### config.mk
export PLATFORM = sky130hd
export DESIGN_NAME = fetch
export DESIGN_NICKNAME = d
export VERILOG_FILES = /design/src/rtl/fetch_pkg.sv /design/src/rtl/fetch_fifo.sv /design/src/rtl/fetch.sv
export SDC_FILE = /design/constraint.sdc
export NUM_CORES = 1
export LEC_CHECK = 0
export ABC_AREA = 1
export ABC_CLOCK_PERIOD_IN_PS = 3380
export CAP_MARGIN = 20
export CORE_MARGIN = 2
export CORE_UTILIZATION = 30
export CTS_CLUSTER_SIZE = 24
export DETAILED_ROUTE_END_ITERATION = 10
export HOLD_SLACK_MARGIN = 0.02
export SLEW_MARGIN = 30
export SYNTH_ARGS = -nofsm -noshare
export SYNTH_HDL_FRONTEND = slang
export SYNTH_SLANG_ARGS = --single-unit
### constraint.sdc
create_clock -name clk -period 3.38 [get_ports clk]
set_input_delay 0.507 -clock clk [delete_from_list [all_inputs] [get_ports clk]]
set_output_delay 0.507 -clock clk [all_outputs]
set_load 0.02 [all_outputs]
### src/rtl/fetch_pkg.sv
// Types and constants shared by the instruction fetch stage.
// Buffer entries pair each instruction with the PC it was fetched from.
package fetch_pkg;

   localparam int INST_W = 32;
   localparam int XLEN   = 64;
   localparam logic [XLEN-1:0] DEF_RESET_PC = 64'h0000_0000_8000_0000;

   typedef struct packed {
      logic [XLEN-1:0]   pc;
      logic [INST_W-1:0] inst;
   } fetch_entry_t;

   // Fetch addresses are word aligned; the low two bits of any target are dropped.
   function automatic logic [XLEN-1:0] word_align(input logic [XLEN-1:0] addr);
      return {addr[XLEN-1:2], 2'b00};
   endfunction

endpackage

### src/rtl/fetch_fifo.sv
// Synchronous FIFO of {pc, inst} entries with flush; flush beats push in the same cycle.
// The head is read straight from storage, so a push becomes visible one cycle later.
module fetch_fifo
   import fetch_pkg::*;
#(
   parameter int DEPTH = 4,
   parameter int CNT_W = $clog2(DEPTH + 1)
) (
   input  logic             clk,
   input  logic             rst_n,
   input  logic             push,
   input  logic             pop,
   input  logic             flush,
   input  fetch_entry_t     wr_data,
   output fetch_entry_t     rd_data,
   output logic [CNT_W-1:0] count,
   output logic             empty,
   output logic             full
);

   localparam int PTR_W = $clog2(DEPTH);

   fetch_entry_t     mem_r [DEPTH];
   logic [PTR_W-1:0] wr_ptr_r;
   logic [PTR_W-1:0] rd_ptr_r;
   logic [CNT_W-1:0] count_r;
   logic             push_ok_s;
   logic             pop_ok_s;

   // DEPTH need not be a power of two, so pointers wrap explicitly.
   function automatic logic [PTR_W-1:0] ptr_inc(input logic [PTR_W-1:0] ptr);
      logic [PTR_W-1:0] nxt;
      if (ptr == PTR_W'(DEPTH - 1)) begin
         nxt = '0;
      end else begin
         nxt = ptr + PTR_W'(1);
      end
      return nxt;
   endfunction

   // A push into a full buffer is accepted only when a pop frees the slot this cycle.
   always_comb begin
      pop_ok_s  = pop & (count_r != '0);
      push_ok_s = push & ((count_r != CNT_W'(DEPTH)) | pop_ok_s);
   end

   // Storage, pointers and occupancy.
   always_ff @(posedge clk or negedge rst_n) begin
      if (!rst_n) begin
         wr_ptr_r <= '0;
         rd_ptr_r <= '0;
         count_r  <= '0;
         for (int i = 0; i < DEPTH; i++) begin
            mem_r[i] <= '0;
         end
      end else if (flush) begin
         wr_ptr_r <= '0;
         rd_ptr_r <= '0;
         count_r  <= '0;
      end else begin
         if (push_ok_s) begin
            mem_r[wr_ptr_r] <= wr_data;
            wr_ptr_r        <= ptr_inc(wr_ptr_r);
         end
         if (pop_ok_s) begin
            rd_ptr_r <= ptr_inc(rd_ptr_r);
         end
         count_r <= count_r + CNT_W'(push_ok_s) - CNT_W'(pop_ok_s);
      end
   end

   assign rd_data = mem_r[rd_ptr_r];
   assign count   = count_r;
   assign empty   = (count_r == '0);
   assign full    = (count_r == CNT_W'(DEPTH));

endmodule

### src/rtl/fetch.sv
// Instruction fetch stage: owns the fetch PC, issues in-order word requests and
// buffers returned instructions for decode; execute redirects flush and refetch.
module fetch
   import fetch_pkg::*;
#(
   parameter logic [XLEN-1:0] RESET_PC = DEF_RESET_PC,
   parameter int              DEPTH    = 4
) (
   input  logic              clk,
   input  logic              rst_n,
   input  logic              execute_i_need_jump,
   input  logic [XLEN-1:0]   execute_i_jump_pc,
   output logic              fetch_o_imem_req_valid,
   input  logic              fetch_i_imem_req_ready,
   output logic [XLEN-1:0]   fetch_o_imem_req_addr,
   input  logic              fetch_i_imem_resp_valid,
   input  logic [INST_W-1:0] fetch_i_imem_resp_inst,
   output logic              fetch_o_inst_valid,
   output logic [INST_W-1:0] fetch_o_inst,
   output logic [XLEN-1:0]   fetch_o_pc,
   input  logic              fetch_i_decode_ready
);

   localparam int CNT_W = $clog2(DEPTH + 1);

   logic [XLEN-1:0]  req_pc_r;
   logic [XLEN-1:0]  resp_pc_r;
   logic [CNT_W-1:0] inflight_r;
   logic [CNT_W-1:0] drop_cnt_r;
   logic [XLEN-1:0]  jump_tgt_s;
   logic [CNT_W-1:0] count_s;
   logic [CNT_W-1:0] inflight_after_resp_s;
   logic [CNT_W:0]   credit_use_s;
   logic             req_valid_s;
   logic             req_fire_s;
   logic             resp_ok_s;
   logic             push_s;
   logic             pop_s;
   logic             inst_valid_s;
   logic             empty_s;
   logic             full_s;
   fetch_entry_t     push_data_s;
   fetch_entry_t     head_s;

   // Requests are credited against buffer space so a response can never overflow it.
   always_comb begin
      jump_tgt_s            = word_align(execute_i_jump_pc);
      credit_use_s          = {1'b0, inflight_r} + {1'b0, count_s};
      req_valid_s           = rst_n & (credit_use_s < (CNT_W + 1)'(DEPTH)) & ~execute_i_need_jump;
      req_fire_s            = req_valid_s & fetch_i_imem_req_ready;
      resp_ok_s             = fetch_i_imem_resp_valid & (inflight_r != '0);
      push_s                = resp_ok_s & (drop_cnt_r == '0) & ~execute_i_need_jump;
      inst_valid_s          = rst_n & ~empty_s & ~execute_i_need_jump;
      pop_s                 = inst_valid_s & fetch_i_decode_ready;
      inflight_after_resp_s = inflight_r - CNT_W'(resp_ok_s);
      push_data_s           = '{pc: resp_pc_r, inst: fetch_i_imem_resp_inst};
   end

   // PC registers and request/response bookkeeping; a redirect recomputes drop_cnt outright.
   always_ff @(posedge clk or negedge rst_n) begin
      if (!rst_n) begin
         req_pc_r   <= RESET_PC;
         resp_pc_r  <= RESET_PC;
         inflight_r <= '0;
         drop_cnt_r <= '0;
      end else if (execute_i_need_jump) begin
         req_pc_r   <= jump_tgt_s;
         resp_pc_r  <= jump_tgt_s;
         inflight_r <= inflight_after_resp_s;
         drop_cnt_r <= inflight_after_resp_s;
      end else begin
         if (req_fire_s) begin
            req_pc_r <= req_pc_r + 64'd4;
         end
         if (push_s) begin
            resp_pc_r <= resp_pc_r + 64'd4;
         end
         if (resp_ok_s && (drop_cnt_r != '0)) begin
            drop_cnt_r <= drop_cnt_r - CNT_W'(1);
         end
         inflight_r <= inflight_after_resp_s + CNT_W'(req_fire_s);
      end
   end

   fetch_fifo #(
      .DEPTH (DEPTH),
      .CNT_W (CNT_W)
   ) u_fifo (
      .clk     (clk),
      .rst_n   (rst_n),
      .push    (push_s),
      .pop     (pop_s),
      .flush   (execute_i_need_jump),
      .wr_data (push_data_s),
      .rd_data (head_s),
      .count   (count_s),
      .empty   (empty_s),
      .full    (full_s)
   );

   assign fetch_o_imem_req_valid = req_valid_s;
   assign fetch_o_imem_req_addr  = req_pc_r;
   assign fetch_o_inst_valid     = inst_valid_s;
   assign fetch_o_inst           = head_s.inst;
   assign fetch_o_pc             = head_s.pc;

endmodule

---- Yosys cells after proc, flatten, opt, wreduce, memory -nomap -nowiden ----
Cells that the tools add are included.
word-level totals
  logic and storage cells ................. 81
  register bits after elaboration ......... 525
  output and inout bits ................... 162
  input bits .............................. 102
operators by class
  equal/unequal tests ..................... 3
  magnitude comparators ................... 4
  $add $sub $neg .......................... 10
  reduce and logical (&&, ||, !) cells .... 13
  bitwise logic cells ..................... 16
  muxes and demuxes ....................... 20
operators with widths
  cell                     count
  $bwmux W384              1
  $mux W96                 3
  $mux W64                 4
  $bmux W96 S2             1
  $demux W96 S2            1
  $add A64 B3 Y64 const B  2
  $mux W2                  6
  $mux W3                  4
  $and A1 B1 Y1            11
  $reduce_bool A2 Y1       5
  $reduce_bool A3 Y1       3
  $add A3 B1 Y3            2
  $ge A3 B3 Y1 const B     2
  $logic_not A3 Y1         2
  $not A2 Y3               2
  $sub A3 B1 Y3            2
  $add A2 B1 Y2 const B    2
  $add A3 B3 Y4            1
  $eq A2 B2 Y1 const B     2
  $lt A4 B3 Y1 const B     1
  $lt A3 B1 Y1 const B     1
  $ne A3 B3 Y1 const B     1
  $sub A3 B1 Y3 const B    1
  $logic_and A1 B1 Y1      2
  other kinds (3)          4

---- Longest topological paths before layout ----
Gate-level depths: netlist (run 1).
  depth in word-level cells ............... 11
  depth in mapped cells ................... 13

---- By module ----
Synthesis (run 1) repeated with hierarchy kept, for this count alone.
second synthesis, totals
  cell total of the unflattened synthesis .. 3823
  area, all modules ....................... 27421.3 µm²
modules (own cells, without submodules)
  module      cells an instance  area an instance (µm²)  times used
  fetch_fifo  2225               17435.5                 1
  fetch       1598               9985.8                  1

---- Worst setup path after synthesis (run 1) ----
OpenSTA, ideal clock, no wires.
  path kind ............................... reg-to-output
  start ................................... register u_fifo.rd_ptr_r[0]
  end ..................................... output fetch_o_pc[33]
  path slack .............................. 1.240 ns
  stages on the path, launching flop included .. 7
  path buffers ............................ 3
  data arrival time ....................... 1.633 ns
  cells stage by stage .................... dfrtp_1 buf_2 clkinv_1 clkbuf_1 buf_1 nor2_1 o22ai_1
on the way
  word-level cells in the longest chain between the ends .. 4
ends and longest elaborated chain
  element                                      RTL line          RTL
  from (decl)                                  fetch_fifo.sv:25  logic [PTR_W-1:0] rd_ptr_r;
  from (signal assigned)                       fetch_fifo.sv:66  rd_ptr_r <= ptr_inc(rd_ptr_r);
  $not A2 Y3 (not written as such)             fetch_fifo.sv:72  assign rd_data = mem_r[rd_ptr_r];
  $bmux W96 S2                                 fetch_fifo.sv:72
  $mux W96 (not written as such) (2 in a row)  fetch_fifo.sv:72
  to (decl)                                    fetch.sv:20       output logic [XLEN-1:0] fetch_o_pc,
Every way passes these cells. The select of a mux whose other input is x is not followed.

---- Worst setup path in the final report (run 1) ----
  start ................................... register u_fifo.rd_ptr_r[0]
  end ..................................... output fetch_o_pc[5]
Same word-level chain as after synthesis.

==> flow_summary.json, run 1 <==
{
  "path_clk_slew_ps": 60,
  "grt_pass1_vias": 22640,
  "dp_worst_setup_slack_ps": 696.1,
  "synthTopCellsByCount": "nand2_1, dfrtp_1, nor2_1, o21ai_0, inv_1",
  "grt_usage_pct": 19.41,
  "ys_async_sr_fraction_pct": 100.0,
  "ys_seq_area_share_pct": 49.17,
  "ant_nets": 0,
  "arrival_ps": 2760,
  "grt_pass1_wl_um": 136300,
  "nets": 3674,
  "p_clk_share_pct": 30.2,
  "start_kind": "flip-flop",
  "end_kind": "output pin",
  "holdCritPathClass": "input pin to asynchronous set/reset pin",
  "relSlewSlack_pct": 43.54,
  "numCtsBuffers": 60,
  "synth_cells": 3359,
  "synth_ff_type": "dfrtp_1",
  "wl_per_cell_um": 18.57,
  "worst_ep_required_time_ps": 2870,
  "core_area_um2": 86480,
  "path_max_fanout": 32,
  "wl_um": 88370,
  "crit_type": "flip-flop to output pin",
  "placed_area_um2": 29770,
  "seqPwrFrac_pct": 36.0,
  "postLayoutSetupSlackWorst_ps": 115.1,
  "slowest_stage": "clkdlybuf4s50_1",
  "die_x_um": 299.0,
  "synth.distinct_cells": 45,
  "floorplan.initialDensity_pct": 30.20,
  "yosysWarnings": 0,
  "cts_tree": "yes",
  "area_growth_pct": 22.52,
  "ir_drop_mv": 0.4007,
  "status": "finished, final reports clean",
  "antenna_found_initial": 2,
  "dieArea_um2": 89420,
  "crit_family": "buffers and inverters",
  "whs_ps": 254.6,
  "io_buffers": 257,
  "netSwitchingFraction_pct": 36.91,
  "place_congestion": 0.9545,
  "stdcell_area_um2": 32000,
  "cts.sink_count": 513,
  "chipHeight_um": 299.0,
  "power_density_nw_per_um2": 736.1,
  "crit_chain": "inv_6 > buf_4 > o21ai_0 > o22ai_1 > clkdlybuf4s50_1",
  "tightest_slew_ps": 840.4,
  "cts_setup_buffers": 0,
  "dp_hpwl_um": 61360,
  "netlist_area_um2": 26120,
  "drive_above_1_share_pct": 6.193,
  "clockBufferDepth": 3,
  "drtIter0Drc": 1986,
  "clk_latency_ps": 670,
  "via_per_inst": 5.017,
  "fin_crit_ps": 3265,
  "period_share_pct": 96.60,
  "synthTopCellsByArea": "dfrtp_1, nand2_1, o21ai_0",
  "finalClockSkew_ps": 84.90,
  "ys_ff_latch": 513,
  "crit_buf_inv": 3,
  "synth_most_common_cell": "nand2_1",
  "grt_max_degree": 173,
  "timing.fmax_mhz": 306.3,
  "p_int_mw": 14.86,
  "synth_top_cell_area_share_pct": 48.97,
  "cap_violations": 0,
  "critPathMaxStageDelay_ps": 670,
  "rows": 108,
  "yosysTopAreaCell": "dfrtp_1",
  "p_sw_mw": 8.694,
  "rsz0062_at_grt": "false",
  "power_leakage_nw": 14.29,
  "dr.pass1.iters": 5,
  "cts-root-buf": "clkbuf_16",
  "htreeDepth": 2,
  "combPwrFrac_pct": 33.8,
  "setup_viol": 0,
  "synth_edf_count": 0,
  "finalHoldViolations": 0,
  "drv_slew": 0,
  "grt_overflow_total": 0,
  "num_vias": 23870,
  "syn_avg_cell_area_um2": 7.775,
  "drc": 0,
  "tns_ps": 0,
  "nFillCells": 9112,
  "io_pins": 264
}
worst paths after layout:
path | startpoint | endpoint | slack, ps | cells after the start
worst min register to register | u_fifo.mem_r[216]$_DFFE_PN0P_ | u_fifo.mem_r[216]$_DFFE_PN0P_ | 470 | 2
worst max-delay path | u_fifo.rd_ptr_r[0]$_DFFE_PN0P_ | fetch_o_pc[5] | 120 | 5
min in group clk | execute_i_need_jump | fetch_o_imem_req_addr[36]$_DFFE_PN0P_ | 460 | 4
worst min-delay path | rst_n | fetch_o_imem_req_addr[45]$_DFFE_PN0P_ | 250 | 2
max in group asynchronous | rst_n | u_fifo.mem_r[119]$_DFFE_PN0P_ | 1340 | 5
worst max register to register | drop_cnt_r[0]$_DFFE_PN0P_ | u_fifo.mem_r[288]$_DFFE_PN0P_ | 1010 | 12
worst reg2reg max path, delay by kind of cell, from the launching register on:
family	cells	cell delay (ps)
simple gates	6	910
buf+inv	4	670
flops	1	370
fa+ha+maj	1	150
compound gates	1	70
state kept, by name, indices dropped and copies added (netlist names):
| register | count |
|---|---|
| inflight_r | 3 |
| resp_pc_r | 62 |
| fetch_o_imem_req_addr | 62 |
| u_fifo.count | 3 |
| drop_cnt_r | 3 |
| u_fifo.wr_ptr_r | 2 |
| u_fifo.rd_ptr_r | 2 |
| u_fifo.mem_r | 376 |
per-stage QoR:
stage                     utilization [%]  instances  total power, mW
after floorplan                         -       3362            12.89
after global placement              34.43       4645            16.48
after detailed placement            34.43       4645            16.58
after CTS                           36.95       4755            23.77
after global routing                37.00       4758            24.94
final                               37.00       4758            23.55
cell families after synthesis:
logic type                 synth area share [%]
AOI/OAI and AO/OA                         17.05
xor gates and xnor gates                  1.543
muxes                                   0.04312
adders and majority gates                0.8911
buffers and inverters                     7.647
and+or+nand+nor                           23.64
other                                   0.01436
DFF                                       49.17
power by group through the flow:
stage / clock, mW / combinational [mW] / sequential, mW
finish: 7.11 / 7.97 / 8.47
CTS: 7.25 / 8.08 / 8.44
global route: 7.52 / 8.79 / 8.63
detailed placement: 0 / 8.05 / 8.53
floorplan: 0 / 4.50 / 8.38
global placement: 0 / 7.97 / 8.51
cell usage in the layout (no fill, tap or decap), types with 5 or more instances in the layout:
| cell type | n |
|---|---|
| clkbuf_8 | 9 |
| clkinv_2 | 11 |
| clkdlybuf4s50_1 | 233 |
| buf_12 | 20 |
| nor2_2 | 8 |
| o22ai_1 | 95 |
| inv_1 | 252 |
| nand2_1 | 850 |
| a21oi_1 | 28 |
| xnor2_1 | 6 |
| o221ai_1 | 7 |
| nor3_1 | 25 |
| a31oi_1 | 5 |
| o21ai_0 | 396 |
| nand3_1 | 158 |
| o211ai_1 | 30 |
| dfrtp_1 | 509 |
| o21ai_2 | 10 |
| nor2_1 | 396 |
| buf_4 | 54 |
| xor2_1 | 40 |
| ha_1 | 17 |
| o21bai_1 | 14 |
| inv_2 | 5 |
| bufinv_16 | 11 |
| nand4_1 | 49 |
| clkbuf_16 | 60 |
| clkbuf_1 | 12 |
| o21ai_1 | 239 |
area by class of cell:
class	count	area, um^2	share of cell area, %
Multi-Input combinational cell	2407	11320	35.39
Clock inverter	28	501.7	1.568
Tap cell	1155	1445	4.517
Clock buffer	81	1670	5.220
Inverter	260	988.4	3.089
Timing Repair Buffer	312	3214	10.05
Sequential cell	513	12850	40.15
Antenna cell	2	5.005	0.01564
metal layers:
layer  global-route usage [%]  share of wire, %  up-vias
met5                        0                 0        -
met4                    6.500               3.3        0
met3                    3.022               6.7      148
met2                    30.10                44      826
met1                    27.62                46    11440
li1                         -                 -    11460
repair_timing:
item,CTS,global route
hold buffers,1,0
hold endpoints to repair,8,0
resized for setup,1,1
pin swaps,0,0
setup endpoints to repair,1,1
Power figures use the tool's default switching activity.
==> run 2: changes to the inputs <==
--- a/config.mk
+++ b/config.mk
@@ -17,3 +17,4 @@
 export SYNTH_ARGS = -nofsm -noshare
 export SYNTH_HDL_FRONTEND = slang
 export SYNTH_SLANG_ARGS = --single-unit
+export TNS_END_PERCENT = 50
==> results of run 2 <==
Same layout as run 1: the final DEF is identical, and so are final timing and power.
==> run 3: changes to the inputs <==
--- a/config.mk
+++ b/config.mk
@@ -7,12 +7,13 @@
 export LEC_CHECK = 0
 export ABC_AREA = 1
 export ABC_CLOCK_PERIOD_IN_PS = 3380
-export CAP_MARGIN = 20
+export CAP_MARGIN = 25
 export CORE_MARGIN = 2
 export CORE_UTILIZATION = 30
 export CTS_CLUSTER_SIZE = 24
 export DETAILED_ROUTE_END_ITERATION = 10
 export HOLD_SLACK_MARGIN = 0.02
+export SKIP_CTS_REPAIR_TIMING = 1
 export SLEW_MARGIN = 30
 export SYNTH_ARGS = -nofsm -noshare
 export SYNTH_HDL_FRONTEND = slang
==> run 3 against run 2 <==
Wire length barely moved; maximum frequency increased by 0.16%; clock power about the same; register-to-register slack is essentially flat; via count shrank 0.13%; sequential power hardly changed; critical path depth stayed put; clock skew rose by 1.6 ps; global-route usage about the same; largest power group unchanged.
==> flow_summary.json, run 3 (synthesized netlist as in run 1, its figures left out) <==
{
  "status": "finished, final reports clean",
  "num_vias": 23840,
  "arrival_ps": 2750,
  "drtIter0Drc": 1998,
  "worst_ep_required_time_ps": 2870,
  "place_inst": 4645,
  "p_total_mw": 23.55,
  "drc": 0,
  "fin_cells": 4758,
  "place_congestion": 0.9545,
  "area_growth_pct": 22.52,
  "floorplan.initialDensity_pct": 30.20,
  "holdCritPathClass": "input pin to asynchronous set/reset pin",
  "layout_commonest_cell": "nand2_1",
  "ir_drop_mv": 0.4010,
  "tns_ps": 0,
  "grt_max_degree": 173,
  "core_area_um2": 86480,
  "antenna_found_initial": 2,
  "nets": 3674,
  "grt_usage_pct": 19.41,
  "grt_pass1_vias": 22640,
  "dr.pass1.iters": 5,
  "power_leakage_nw": 14.29,
  "grt_pass1_wl_um": 136300,
  "p_sw_mw": 8.690,
  "finalHoldViolations": 0,
  "final_cell_mix": "nand2_1, dfrtp_1, nor2_1, o21ai_0, inv_1",
  "ant_nets": 0,
  "power_density_nw_per_um2": 736.1,
  "via_per_inst": 5.010,
  "netSwitchingFraction_pct": 36.90,
  "crit_type": "flip-flop to output pin",
  "numCtsBuffers": 60,
  "htreeDepth": 2,
  "nFillCells": 9113,
  "die_x_um": 299.0,
  "dieArea_um2": 89420,
  "finalClockSkew_ps": 86.46,
  "combPwrFrac_pct": 33.9,
  "period_share_pct": 96.44,
  "rows": 108,
  "cts.sink_count": 513,
  "final_core_util_pct": 37.00,
  "drv_slew": 0,
  "p_int_mw": 14.86,
  "tightest_slew_ps": 834.8,
  "p_clk_share_pct": 30.1,
  "rsz0062_at_grt": "false",
  "start_kind": "flip-flop",
  "io_pins": 264,
  "dp_hpwl_um": 61360,
  "chipHeight_um": 299.0,
  "clk_latency_ps": 670,
  "path_max_fanout": 32,
  "clockBufferDepth": 3,
  "setup_viol": 0,
  "cts_tree": "yes",
  "path_clk_slew_ps": 60,
  "wl_per_cell_um": 18.56,
  "fin_crit_ps": 3260,
  "largest_register": "u_fifo.mem_r",
  "end_kind": "output pin",
  "drive_above_1_share_pct": 6.193,
  "seqPwrFrac_pct": 36.0,
  "largest_register_ffs": 376,
  "relSlewSlack_pct": 43.92,
  "cts-root-buf": "clkbuf_16",
  "cap_violations": 0,
  "wl_um": 88310,
  "timing.fmax_mhz": 306.8,
  "grt_overflow_total": 0,
  "io_buffers": 257
}
## run 3: final timing paths
kind	from	endpoint	slack (ps)	cells past startpoint
min reg2reg	u_fifo.mem_r[213]$_DFFE_PN0P_	u_fifo.mem_r[213]$_DFFE_PN0P_	470	2
min	rst_n	fetch_o_imem_req_addr[45]$_DFFE_PN0P_	250	2
min in group clk	execute_i_jump_pc[51]	fetch_o_imem_req_addr[51]$_DFFE_PN0P_	460	3
max reg2reg	drop_cnt_r[0]$_DFFE_PN0P_	u_fifo.mem_r[373]$_DFFE_PN0P_	1010	12
max	u_fifo.rd_ptr_r[0]$_DFFE_PN0P_	fetch_o_pc[5]	120	5
max in group asynchronous	rst_n	u_fifo.mem_r[119]$_DFFE_PN0P_	1340	5
## run 3: cell type report
| class | count | area [um^2] | area share, % |
|---|---|---|---|
| antenna | 2 | 5.005 | 0.01564 |
| clock buffer | 81 | 1670 | 5.221 |
| clock inverter | 28 | 501.7 | 1.568 |
| inverter | 260 | 987.2 | 3.085 |
| multi-input combinational | 2407 | 11320 | 35.39 |
| sequential | 513 | 12850 | 40.15 |
| tap | 1155 | 1445 | 4.517 |
| timing repair buffer | 312 | 3214 | 10.05 |
## run 3: critical path, cell delays in order, from the launching register on
cell             delay (ps)
dfrtp_4                 530
inv_6                   160
buf_4                   360
o21ai_0                 130
o22ai_1                 260
clkdlybuf4s50_1         670
## run 3: metrics by stage
| step | area [um^2] | setup WS [ps] | hold WS [ps] |
|---|---|---|---|
| 2_1_floorplan | 26130 | 1240 | 211.4 |
| 3_3_place_gp | 29770 | 684.9 | 349.9 |
| 3_5_place_dp | 29770 | 696.1 | 350.0 |
| 4_1_cts | 31950 | -0.7363 | -366.7 |
| 5_1_grt | 32000 | 15.34 | 247.6 |
| 6_report | 32000 | 120.4 | 251.3 |
## run 3: routing by layer
metal / track usage (%) / routed length (um) / vias up
met2: 30.10 / 39180 / 799
met5: 0 / 0 / -
met1: 27.62 / 40420 / 11450
li1: - / - / 11460
met3: 3.022 / 5826 / 137
met4: 6.500 / 2885 / 0
## run 3: power groups by stage
stage / Clock (mW) / Sequential, mW / Combinational, mW
CTS: 7.25 / 8.44 / 8.08
detailed placement: 0 / 8.53 / 8.05
global placement: 0 / 8.51 / 7.97
finish: 7.10 / 8.47 / 7.98
floorplan: 0 / 8.38 / 4.50
global route: 7.52 / 8.63 / 8.79
